**src/rtl/row_sequencer.sv**
```systemverilog
// row_sequencer
//   Control stage ahead of the row mux. After a start pulse it walks the mux
//   Select port through rows 0..SEL_SIZE-1. Each selected row is registered and
//   offered downstream through a valid/ready handshake, tagged with its row
//   index and a last-row flag. A one-cycle done pulse follows the handshake of
//   the final row.
//
//   Every row takes one LOAD cycle (capture Mux_Out) and at least one SEND
//   cycle (offer the row until it is accepted). With row_ready held high the
//   sequencer therefore delivers one row every 2 cycles, and a full frame takes
//   2*SEL_SIZE cycles from start to done.
//
//   Optional build macro: ROW_SEQ_STALL_CNT_EN
//     defined   : stall_cnt counts SEND cycles with row_ready low. It saturates
//                 at 16'hFFFF, is cleared by reset and by an accepted start,
//                 and holds its value in IDLE so it can be read after done.
//     undefined : stall_cnt is tied to zero and no counter is built.
//
// Ports
//   clk        system clock, rising edge
//   reset      synchronous, active-high reset
//   start      one-cycle frame start, honoured only in IDLE
//   abort      synchronous abort, returns to IDLE on the next edge
//   Select     registered row select to the mux
//   Mux_Out    combinational row data from the mux for the current Select
//   row_data   registered row presented downstream
//   row_idx    row number of row_data
//   row_last   high with row_valid on the final row of the frame
//   row_valid  row_data valid
//   row_ready  downstream accept (a row moves when row_valid & row_ready)
//   busy       high in any state other than IDLE
//   done       one-cycle pulse after the final row handshake
//   stall_cnt  backpressure counter (see macro above)
module row_sequencer #(
    parameter int OUT_SIZE = 532,
    parameter int SEL_SIZE = 28,
    parameter int SEL_BIT  = 5
) (
    input  logic                clk,
    input  logic                reset,
    input  logic                start,
    input  logic                abort,
    output logic [SEL_BIT-1:0]  Select,
    input  logic [OUT_SIZE-1:0] Mux_Out,
    output logic [OUT_SIZE-1:0] row_data,
    output logic [SEL_BIT-1:0]  row_idx,
    output logic                row_last,
    output logic                row_valid,
    input  logic                row_ready,
    output logic                busy,
    output logic                done,
    output logic [15:0]         stall_cnt
);

    typedef enum logic [1:0] {
        IDLE = 2'd0,
        LOAD = 2'd1,
        SEND = 2'd2
    } state_t;

    localparam logic [SEL_BIT-1:0] LAST_SEL = SEL_BIT'(SEL_SIZE - 1);

    state_t state;
    state_t state_nxt;
    logic   handshake;

    // row_valid is only ever high in SEND, so this is the accept condition.
    assign handshake = row_valid & row_ready;

    // State register
    always_ff @(posedge clk) begin
        if (reset) begin
            state <= IDLE;
        end else begin
            state <= state_nxt;
        end
    end

    // Next-state logic; abort overrides every transition
    always_comb begin
        state_nxt = state;
        if (abort) begin
            state_nxt = IDLE;
        end else begin
            case (state)
                IDLE:    if (start) state_nxt = LOAD;
                LOAD:    state_nxt = SEND;
                SEND:    if (handshake) state_nxt = row_last ? IDLE : LOAD;
                default: state_nxt = IDLE;
            endcase
        end
    end

    // Output logic
    always_comb begin
        busy = (state != IDLE);
    end

    // Select walk and downstream row register. row_last is cleared together
    // with row_valid so that it is never seen high without a valid row.
    // On abort row_data and row_idx keep their last values.
    always_ff @(posedge clk) begin
        if (reset) begin
            Select    <= '0;
            row_data  <= '0;
            row_idx   <= '0;
            row_last  <= 1'b0;
            row_valid <= 1'b0;
            done      <= 1'b0;
        end else begin
            done <= 1'b0;
            if (abort) begin
                Select    <= '0;
                row_last  <= 1'b0;
                row_valid <= 1'b0;
            end else begin
                case (state)
                    LOAD: begin
                        row_data  <= Mux_Out;
                        row_idx   <= Select;
                        row_last  <= (Select == LAST_SEL);
                        row_valid <= 1'b1;
                    end
                    SEND: begin
                        if (handshake) begin
                            row_valid <= 1'b0;
                            row_last  <= 1'b0;
                            if (row_last) begin
                                Select <= '0;
                                done   <= 1'b1;
                            end else begin
                                Select <= Select + SEL_BIT'(1);
                            end
                        end
                    end
                    default: ;
                endcase
            end
        end
    end

`ifdef ROW_SEQ_STALL_CNT_EN
    logic [15:0] stall_q;

    always_ff @(posedge clk) begin
        if (reset) begin
            stall_q <= '0;
        end else if ((state == IDLE) && start && !abort) begin
            stall_q <= '0;
        end else if ((state == SEND) && !row_ready && (stall_q != 16'hFFFF)) begin
            stall_q <= stall_q + 16'd1;
        end
    end

    assign stall_cnt = stall_q;
`else
    assign stall_cnt = 16'h0000;
`endif

endmodule
```
**config.mk**
```make
export PLATFORM = sky130hd
export DESIGN_NAME = row_sequencer
export DESIGN_NICKNAME = d
export VERILOG_FILES = /design/src/rtl/row_sequencer.sv
export SDC_FILE = /design/constraint.sdc
export NUM_CORES = 1
export LEC_CHECK = 0
export ABC_AREA = 1
export CORE_AREA = 2 2 423 425
export DETAILED_ROUTE_END_ITERATION = 10
export DIE_AREA = 0 0 425 427
export GPL_TIMING_DRIVEN = 0
export HOLD_SLACK_MARGIN = 0.12
export PLACE_DENSITY = 0.34
export SYNTH_ARGS = -nofsm -noshare
export SYNTH_HDL_FRONTEND = slang
export SYNTH_SLANG_ARGS = --single-unit
```
**constraint.sdc**
```tcl
create_clock -name clk -period 1.6 [get_ports clk]
set_clock_uncertainty 0.05 [all_clocks]
set_input_delay 0.16 -clock clk [delete_from_list [all_inputs] [get_ports clk]]
set_output_delay 0.16 -clock clk [all_outputs]
set_load 0.03 [all_outputs]
```
==> results of run 1 <==
through the flow:
step           cell area [um^2]  worst slack, ps  hold slack (ps)  total power, mW   util
2_1_floorplan             19900              240              275             16.3      -
3_3_place_gp              33600            -1490              399             19.3  0.190
3_5_place_dp              33600            -1490              401             19.3  0.190
4_1_cts                   42000             -106              121             39.9  0.237
5_1_grt                   42500             -114              164             40.8  0.240
6_report                  42500            -40.0              158             39.2  0.240
flip-flops by register name, summed over array words and instances, names as in the netlist:
name	count
row_last	1
row_data	532
row_idx	5
state	2
row_valid	1
done	1
Select	5
layer usage:
metal / vias to the layer above / part of all wire
met5: - / 0.000084
met4: 2 / 0.031
met3: 264 / 0.073
met2: 887 / 0.48
met1: 11836 / 0.41
li1: 11868 / -
report_power, final:
part | internal, mW | total (mW) | switching (mW)
Clock | 11.2 | 18.9 | 7.68
Sequential | 14.0 | 14.2 | 0.221
Combinational | 3.03 | 6.15 | 3.12
what timing repair did:
item	CTS	global route
pin swaps	1	2
endpoints found under the hold margin	519	0
cloned	3	2
resized for setup	2305	144
setup endpoints to repair	1086	940
setup buffers	9	0
hold buffers	519	0
how the worst max path moves through the flow:
stage / from / to / slack, ps
after floorplan: Select[0] / Select[4] / 240
after global placement: reset / row_data[213] / -1490
after detailed placement: reset / row_data[213] / -1490
after CTS: state[1] / busy / -110
after global routing: state[0] / row_data[152] / -110
final: row_data[76] / row_data[76] / -40
synth_stat cells:
master	count
buf_1	3
conb_1	1
a21oi_1	542
ha_1	1
nand2_1	557
nor2_4	1
inv_1	8
nand3_1	543
buf_2	152
nor2_1	10
clkbuf_1	81
buf_4	17
dfxtp_1	547
inv_2	2
o21ai_0	3
nand2_2	1
nor3_1	2
cell families after synthesis:
| group | synth area share |
|---|---|
| adder cells (fa/ha/maj) | 0.000632 |
| AND/OR/NAND/NOR | 0.246 |
| AO/OA/AOI/OAI | 0.138 |
| flip-flops | 0.553 |
| buffers and inverters | 0.0627 |
| other | 0.000189 |
area by class of cell:
type | count | area, um^2 | area share
antenna | 18 | 45.0 | 0.00106
buffer | 253 | 2000 | 0.0471
clock buffer | 122 | 2430 | 0.0571
clock inverter | 24 | 338 | 0.00795
inverter | 10 | 40.0 | 0.000942
multi-input combinational | 1676 | 7880 | 0.185
sequential | 547 | 11000 | 0.259
tap | 2355 | 2950 | 0.0693
timing repair buffer | 1614 | 15800 | 0.372
==> impl_metrics.json, run 1 <==
{
  "grt_max_degree": 13,
  "crit_slowest_cell": "dfxtp_2",
  "hold_violations": 0,
  "totalNegativeSetupSlack_ps": -220,
  "slew_headroom": 0.427,
  "drt_iter0_markers": 1434,
  "gp_congestion": 0.910,
  "slew_viol_final": 0,
  "clkSinkCount": 547,
  "place_hpwl_mm": 126,
  "holdPathStages": 4,
  "rr_startpoint": "state[0]",
  "crit_fanout": 2,
  "grt_use_total": 0.164,
  "drc": 0,
  "rsz0062_at_grt": "yes",
  "p_per_area_nw_per_um2": 923,
  "critPathMaxStageDelay_ps": 470,
  "netlist_top_cells_area": "dfxtp_1, nand3_1, a21oi_1",
  "grt_overflow": 0,
  "cp_cell_sequence": "buf_2",
  "start_util": 0.112,
  "fp.dieH_um": 427,
  "synth.top_cell.area_share": 0.553,
  "synth-seq-cells": 547,
  "cp_data_required_time_ps": 1390,
  "first_global_vias": 25049,
  "final_common_cell": "nand2_1",
  "cpLargestDelayFamily": "flip-flops",
  "rr_worst_depth": 8,
  "cts_root_buf": "clkbuf_16",
  "viasPerCell": 3.76,
  "synthCells": 2471,
  "cts.clk_slew.worst_paths_ps": 60,
  "fin_cells": 6619,
  "first_pass_iters": 8,
  "drt-total-wl_mm": 155,
  "vdd_drop_max_uv": 712,
  "grtUsageMet2": 0.276,
  "ys_warn_count": 0,
  "ant_nets": 0,
  "hold_path.class": "primary input to flop",
  "grtUsageMet3": 0.0500,
  "synthDistinctLibCells": 17,
  "h-tree-depth": 3,
  "worstSetupPathType": "flop to primary output",
  "cts_buffers": 79,
  "rrSetupSlack_ps": -10,
  "finalWorstSetupSlack_ps": -40.0,
  "n_fill_cell": 19628,
  "worstSkewPairLatency_ps": 710,
  "fp.dieW_um": 425,
  "antenna_found_initial": 71,
  "busiest_layer": "met2",
  "numPortBuffers": 1081,
  "rr_endpoint": "row_data[276]",
  "io_pins": 1099,
  "startpoint_type": "flop",
  "status": "finished, violations left",
  "synth_seq_area_share": 0.553,
  "die_area_um2": 181000,
  "rows": 155,
  "finalSetupViolations": 23,
  "layout_common_cells": "nand2_1, clkdlybuf4s50_1, a21oi_1",
  "cap_viol_max_count": 0,
  "worst_hold_startpoint": "reset",
  "worst-path-stages": 1,
  "fin_nets": 4719,
  "yosysTopAreaCell": "dfxtp_1",
  "synth.avg_cell_area_um2": 8.02,
  "clockBufferDepth": 3,
  "cts_tree": "done",
  "violations": "negative setup slack",
  "crit_buf_inv": 1,
  "core_um2": 177000,
  "power.leakage_nw": 15.1,
  "drive_above_1_share": 0.219,
  "vias": 24857,
  "tightest_slew_ps": 860,
  "avgRoutedWirePerCell_um": 23.4,
  "syn_to_final_growth_pct": 115,
  "whs_endpoint": "Select[3]",
  "dp_cells": 5922,
  "fmax_ghz": 0.610,
  "grt.met1_usage": 0.196,
  "period_minus_slack_ps": 1640,
  "cp-end-kind": "primary output",
  "syn_area_um2": 19800,
  "fin_crit_sh": 1.02,
  "grt_pass1_wl_mm": 206,
  "cp.arrival_ps": 1430
}
(Power assumes the default switching activity.)
==> run 2, diff against run 1 <==
Settings changed: GPL_TIMING_DRIVEN 0 to not set.
==> run 2 against run 1 <==
Sequential cell count unchanged. Sequential share of layout area decreased by 0.44 points. Total power rose by 1.0%. Critical path type is now flop to flop. Via count increased by 0.79%. The run still ends with negative setup slack left. Combinational power grew 7.8%.
==> impl_metrics.json, run 2 (synthesized netlist as in run 1, its figures left out) <==
{
  "syn_to_final_growth_pct": 119,
  "crit_fanout": 6,
  "dpl_cell_area_um2": 34400,
  "hold_path.class": "primary input to flop",
  "p_sw_frac": 0.277,
  "rows": 155,
  "avgRoutedWirePerCell_um": 23.2,
  "cp.arrival_ps": 2170,
  "startpoint_type": "flop",
  "power_frac_comb": 0.167,
  "finalWorstSetupSlack_ps": -41.1,
  "fin_cells": 6643,
  "clockBufferDepth": 3,
  "period_minus_slack_ps": 1640,
  "rsz0062_at_grt": "yes",
  "worstSetupPathType": "flop to flop",
  "top_register": "row_data",
  "rr_startpoint": "state[0]",
  "start_util": 0.112,
  "grt_overflow": 0,
  "clkPwrFrac": 0.475,
  "reg_top3": "row_data (532), Select (5), row_idx (5)",
  "drt-total-wl_mm": 154,
  "vias": 25054,
  "cts.clk_slew.worst_paths_ps": 60,
  "layout_common_cells": "clkdlybuf4s50_1, dlygate4sd3_1, nand3_1",
  "power.leakage_nw": 16.7,
  "fin_hold_ws_ps": 189,
  "vdd_drop_max_uv": 676,
  "cp_data_required_time_ps": 2130,
  "totalNegativeSetupSlack_ps": -1690,
  "rrSetupSlack_ps": -40,
  "first_pass_iters": 5,
  "holdPathStages": 3,
  "fin_nets": 4755,
  "worstSkewPairLatency_ps": 700,
  "p_int_mw": 28.7,
  "fmax_ghz": 0.609,
  "drive_above_1_share": 0.272,
  "n_fill_cell": 19584,
  "fp.dieH_um": 427,
  "cts_buffers": 80,
  "rr_worst_depth": 9,
  "largest_reg_flops": 532,
  "cap_viol_max_count": 0,
  "die_area_um2": 181000,
  "dp_cells": 5872,
  "status": "finished, violations left",
  "worst_hold_startpoint": "start",
  "p_seq_frac": 0.358,
  "rr_endpoint": "row_data[499]",
  "fp.dieW_um": 425,
  "drc": 0,
  "core_um2": 177000,
  "total_power_mw": 39.6,
  "grt_max_degree": 83,
  "ant_nets": 0,
  "violations": "negative setup slack",
  "hold_violations": 0,
  "final_area_um2": 43300,
  "final_common_cell": "clkdlybuf4s50_1",
  "antenna_found_initial": 32,
  "drt_iter0_markers": 1294,
  "finalSetupViolations": 94,
  "io_pins": 1099,
  "netSwitchingPower_mw": 11.0,
  "first_global_vias": 24581,
  "gp_congestion": 0.849,
  "h-tree-depth": 3,
  "cp-end-kind": "flop",
  "whs_endpoint": "state[0]",
  "grt_pass1_wl_mm": 198,
  "place_hpwl_mm": 114,
  "fin_util": 0.244,
  "dp_slack_ps": -362,
  "fin_crit_sh": 1.03,
  "cts_root_buf": "clkbuf_16",
  "numPortBuffers": 1082,
  "cts_tree": "done",
  "p_per_area_nw_per_um2": 915,
  "viasPerCell": 3.77,
  "slew_viol_final": 0,
  "clkSinkCount": 547,
  "grt_use_total": 0.155
}
run 2: cell types whose count changed in the layout (fill, tap and decap cells not counted), sizes merged, moves of 4 or more:
cell | previous run | this run
buf | 376 | 803
bufinv | 4 | 8
clkbuf | 220 | 143
clkdlybuf4s15 | 337 | 0
clkinvlp | 1 | 6
diode | 18 | 14
dlygate4sd3 | 519 | 532
inv | 18 | 12
run 2: cell type report:
type,count,area (um^2),area share
clock buffers,113,2300,0.0530
clock inverters,26,448,0.0103
repair buffers,1900,18000,0.416
well taps,2355,2950,0.0680
inverters,10,47.5,0.00110
multi-input cells,1678,8500,0.196
diodes,14,35.0,0.000809
flip-flops and latches,547,11000,0.254
run 2: critical path: stages, from the launching register on:
cell and delay [ps]:
dfxtp_2 330, inv_2 50, nor2_4 190, buf_12 150, nand2_8 90, buf_16 180, buf_12 160, clkbuf_16 180
nand2_4 70, a21oi_2 40
run 2: how the worst max path moves through the flow:
| stage | start | endpoint | slack [ps] | depth (start not counted) |
|---|---|---|---|---|
| floorplan | Select[0] | Select[4] | 240 | 6 |
| global placement | abort | row_data[442] | -360 | 6 |
| detailed placement | abort | row_data[442] | -360 | 6 |
| CTS | state[1] | busy | -130 | 4 |
| global route | state[0] | row_data[241] | -120 | 9 |
| finish | state[0] | row_data[499] | -40 | 9 |
run 2: repair_timing:
action	in CTS	in global routing
gates cloned	13	42
pin swaps	4	11
endpoints found under the setup margin	766	480
buffers inserted	21	16
endpoints found under the hold margin	547	0
hold buffers	532	0
resized for setup	2272	245
run 2: power by group through the flow:
stage | clock network [mW] | logic (mW) | registers [mW]
after floorplan | 0 | 1.21 | 15.1
after global placement | 0 | 4.99 | 14.5
after detailed placement | 0 | 4.98 | 14.5
after CTS | 19.5 | 6.30 | 14.1
after global routing | 19.9 | 6.99 | 14.2
final | 18.8 | 6.63 | 14.2
run 2: layer usage:
layer	GRT usage	vias up	routed length, um
met4	0.0602	2	5160
li1	-	11924	-
met2	0.256	739	74500
met3	0.0423	205	9720
met1	0.190	12184	64800
met5	0	-	13
==> run 3, diff against run 2 <==
Settings changed: CORE_AREA 2 2 423 425 to 2 2 430 432, CTS_BUF_LIST set to sky130_fd_sc_hd__clkbuf_8, DIE_AREA 0 0 425 427 to 0 0 432 434.
==> run 3 against run 2 <==
The run still ends with negative setup slack left. Register-to-register slack got worse by 120 ps. Sequential cell count did not move. Wire length rose by 3.0%. First-iteration DRC count fell by 17%. Largest cell class unchanged. Largest power group unchanged.
==> impl_metrics.json, run 3 (synthesized netlist as in run 1, its figures left out) <==
{
  "seq_area_um2": 11800,
  "die_area_um2": 187000,
  "fin_nets": 4851,
  "hold_path.class": "primary input to flop",
  "period_minus_slack_ps": 1760,
  "top_register": "row_data",
  "largest_reg_flops": 532,
  "status": "finished, violations left",
  "syn_to_final_growth_pct": 141,
  "cp_data_required_time_ps": 2300,
  "rr_startpoint": "state[0]",
  "cts_tree": "done",
  "core_um2": 182000,
  "avgRoutedWirePerCell_um": 23.3,
  "rrSetupSlack_ps": -160,
  "multi_input_area_um2": 8890,
  "total_power_mw": 37.1,
  "grt_pass1_wl_mm": 206,
  "power.leakage_nw": 17.8,
  "drt_iter0_markers": 1073,
  "rows": 157,
  "startpoint_type": "flop",
  "worstSetupEndpoint": "row_data[179]",
  "grt_overflow": 0,
  "crit_fanout": 7,
  "cp-startpoint": "state[0]",
  "fin_util": 0.262,
  "rr_worst_depth": 11,
  "cp.arrival_ps": 2460,
  "drive_above_1_share": 0.414,
  "dp_cells": 5895,
  "drt-total-wl_mm": 159,
  "cap_viol_max_count": 0,
  "fp.dieW_um": 432,
  "cp-end-kind": "flop",
  "grt_max_degree": 93,
  "cts_buffers": 115,
  "tightest_slew_ps": 704,
  "clkSinkCount": 547,
  "worst-path-stages": 11,
  "n_fill_cell": 19773,
  "violations": "negative setup slack",
  "place_hpwl_mm": 119,
  "start_util": 0.109,
  "reg_top3": "row_data (532), Select (5), row_idx (5)",
  "fin_cells": 6808,
  "gp_congestion": 0.875,
  "drc": 0,
  "totalNegativeSetupSlack_ps": -27670,
  "fp.dieH_um": 434,
  "fin_crit_sh": 1.10,
  "rr_endpoint": "row_data[179]",
  "finalWorstSetupSlack_ps": -158,
  "crit_buf_inv": 7,
  "critPathMaxStageDelay_ps": 330,
  "layout_common_cells": "dlygate4sd3_1, clkdlybuf4s50_1, buf_6",
  "numPortBuffers": 1082,
  "grt_use_total": 0.157,
  "p_per_area_nw_per_um2": 776,
  "rsz0062_at_grt": "yes",
  "first_global_vias": 25906,
  "cts.clk_slew.worst_paths_ps": 60,
  "fmax_ghz": 0.569,
  "slew_viol_final": 0,
  "antenna_found_initial": 41,
  "ant_nets": 0,
  "clockBufferDepth": 3,
  "hold_violations": 0,
  "cts_root_buf": "clkbuf_8",
  "first_pass_iters": 5,
  "vias": 25595,
  "io_pins": 1099,
  "finalSetupViolations": 459,
  "worstSetupPathType": "flop to flop",
  "fin_hold_ws_ps": 300,
  "worstSkewPairLatency_ps": 850,
  "h-tree-depth": 3,
  "viasPerCell": 3.76,
  "cpLargestDelayFamily": "buffers and inverters",
  "crit_slowest_cell": "dfxtp_2",
  "vdd_drop_max_uv": 694,
  "slew_headroom": 0.530,
  "cp_cell_sequence": "inv_2 > buf_6 > nor2_4 > buf_12 > nand2_8 > buf_12 > buf_16 > buf_6 > buf_16 > nand2_1 > a21oi_1"
}
## run 3: changes by cell type in the layout (fill, tap and decap cells not counted), sizes merged, moves of 5 or more
cell,before,now
clkinvlp,6,0
inv,12,62
clkbuf,143,173
diode,14,24
bufinv,8,3
buf,803,860
## run 3: metal layers
metal,track usage,wire [um]
met5,0.00182,62
met4,0.0639,5130
met3,0.0476,10600
met2,0.260,77000
met1,0.187,66100
## run 3: area by class of cell
type,instances,area share
well taps,2385,0.0624
diodes,24,0.00126
clock buffers,141,0.0406
repair buffers,1963,0.455
clock inverters,62,0.00782
flip-flops and latches,547,0.246
multi-input cells,1676,0.186
inverters,10,0.000994
## run 3: power breakdown
part / switching, mW / internal, mW
clock: 7.30 / 8.40
combinational: 3.35 / 3.81
sequential: 0.308 / 14.0
total: 11.0 / 26.2
## run 3: how the worst min path moves through the flow
stage | from | endpoint | slack, ps | cells after the start
CTS | abort | row_data[389] | 160 | 4
global route | abort | row_data[389] | 250 | 4
floorplan | Mux_Out[503] | row_data[503] | 280 | 2
global placement | row_data[494] | row_data[494] | 400 | 2
detailed placement | row_data[162] | row_data[162] | 400 | 2
finish | abort | row_data[389] | 300 | 4
## run 3: repair_timing
action                                   CTS  global route
endpoints found under the hold margin    547             0
pin swaps                                 22            56
endpoints found under the setup margin   689          1029
hold buffers                             535             0
setup buffers                             87            23
gates cloned                              16            37
resized for setup                       3717           312
## run 3: worst register-to-register path, cell delays in order, from the launching register on
cell	delay, ps
dfxtp_2	330
inv_2	50
buf_6	110
nor2_4	120
buf_12	150
nand2_8	90
buf_12	170
buf_16	190
buf_6	180
buf_16	130
nand2_1	50
a21oi_1	50
## run 3: through the flow
stage                     setup slack, ps  cell area, um^2
after floorplan                       240            19900
after global placement               -360            34500
after detailed placement             -365            34500
after CTS                            -317            45600
after global routing                 -280            47800
final                                -158            47800
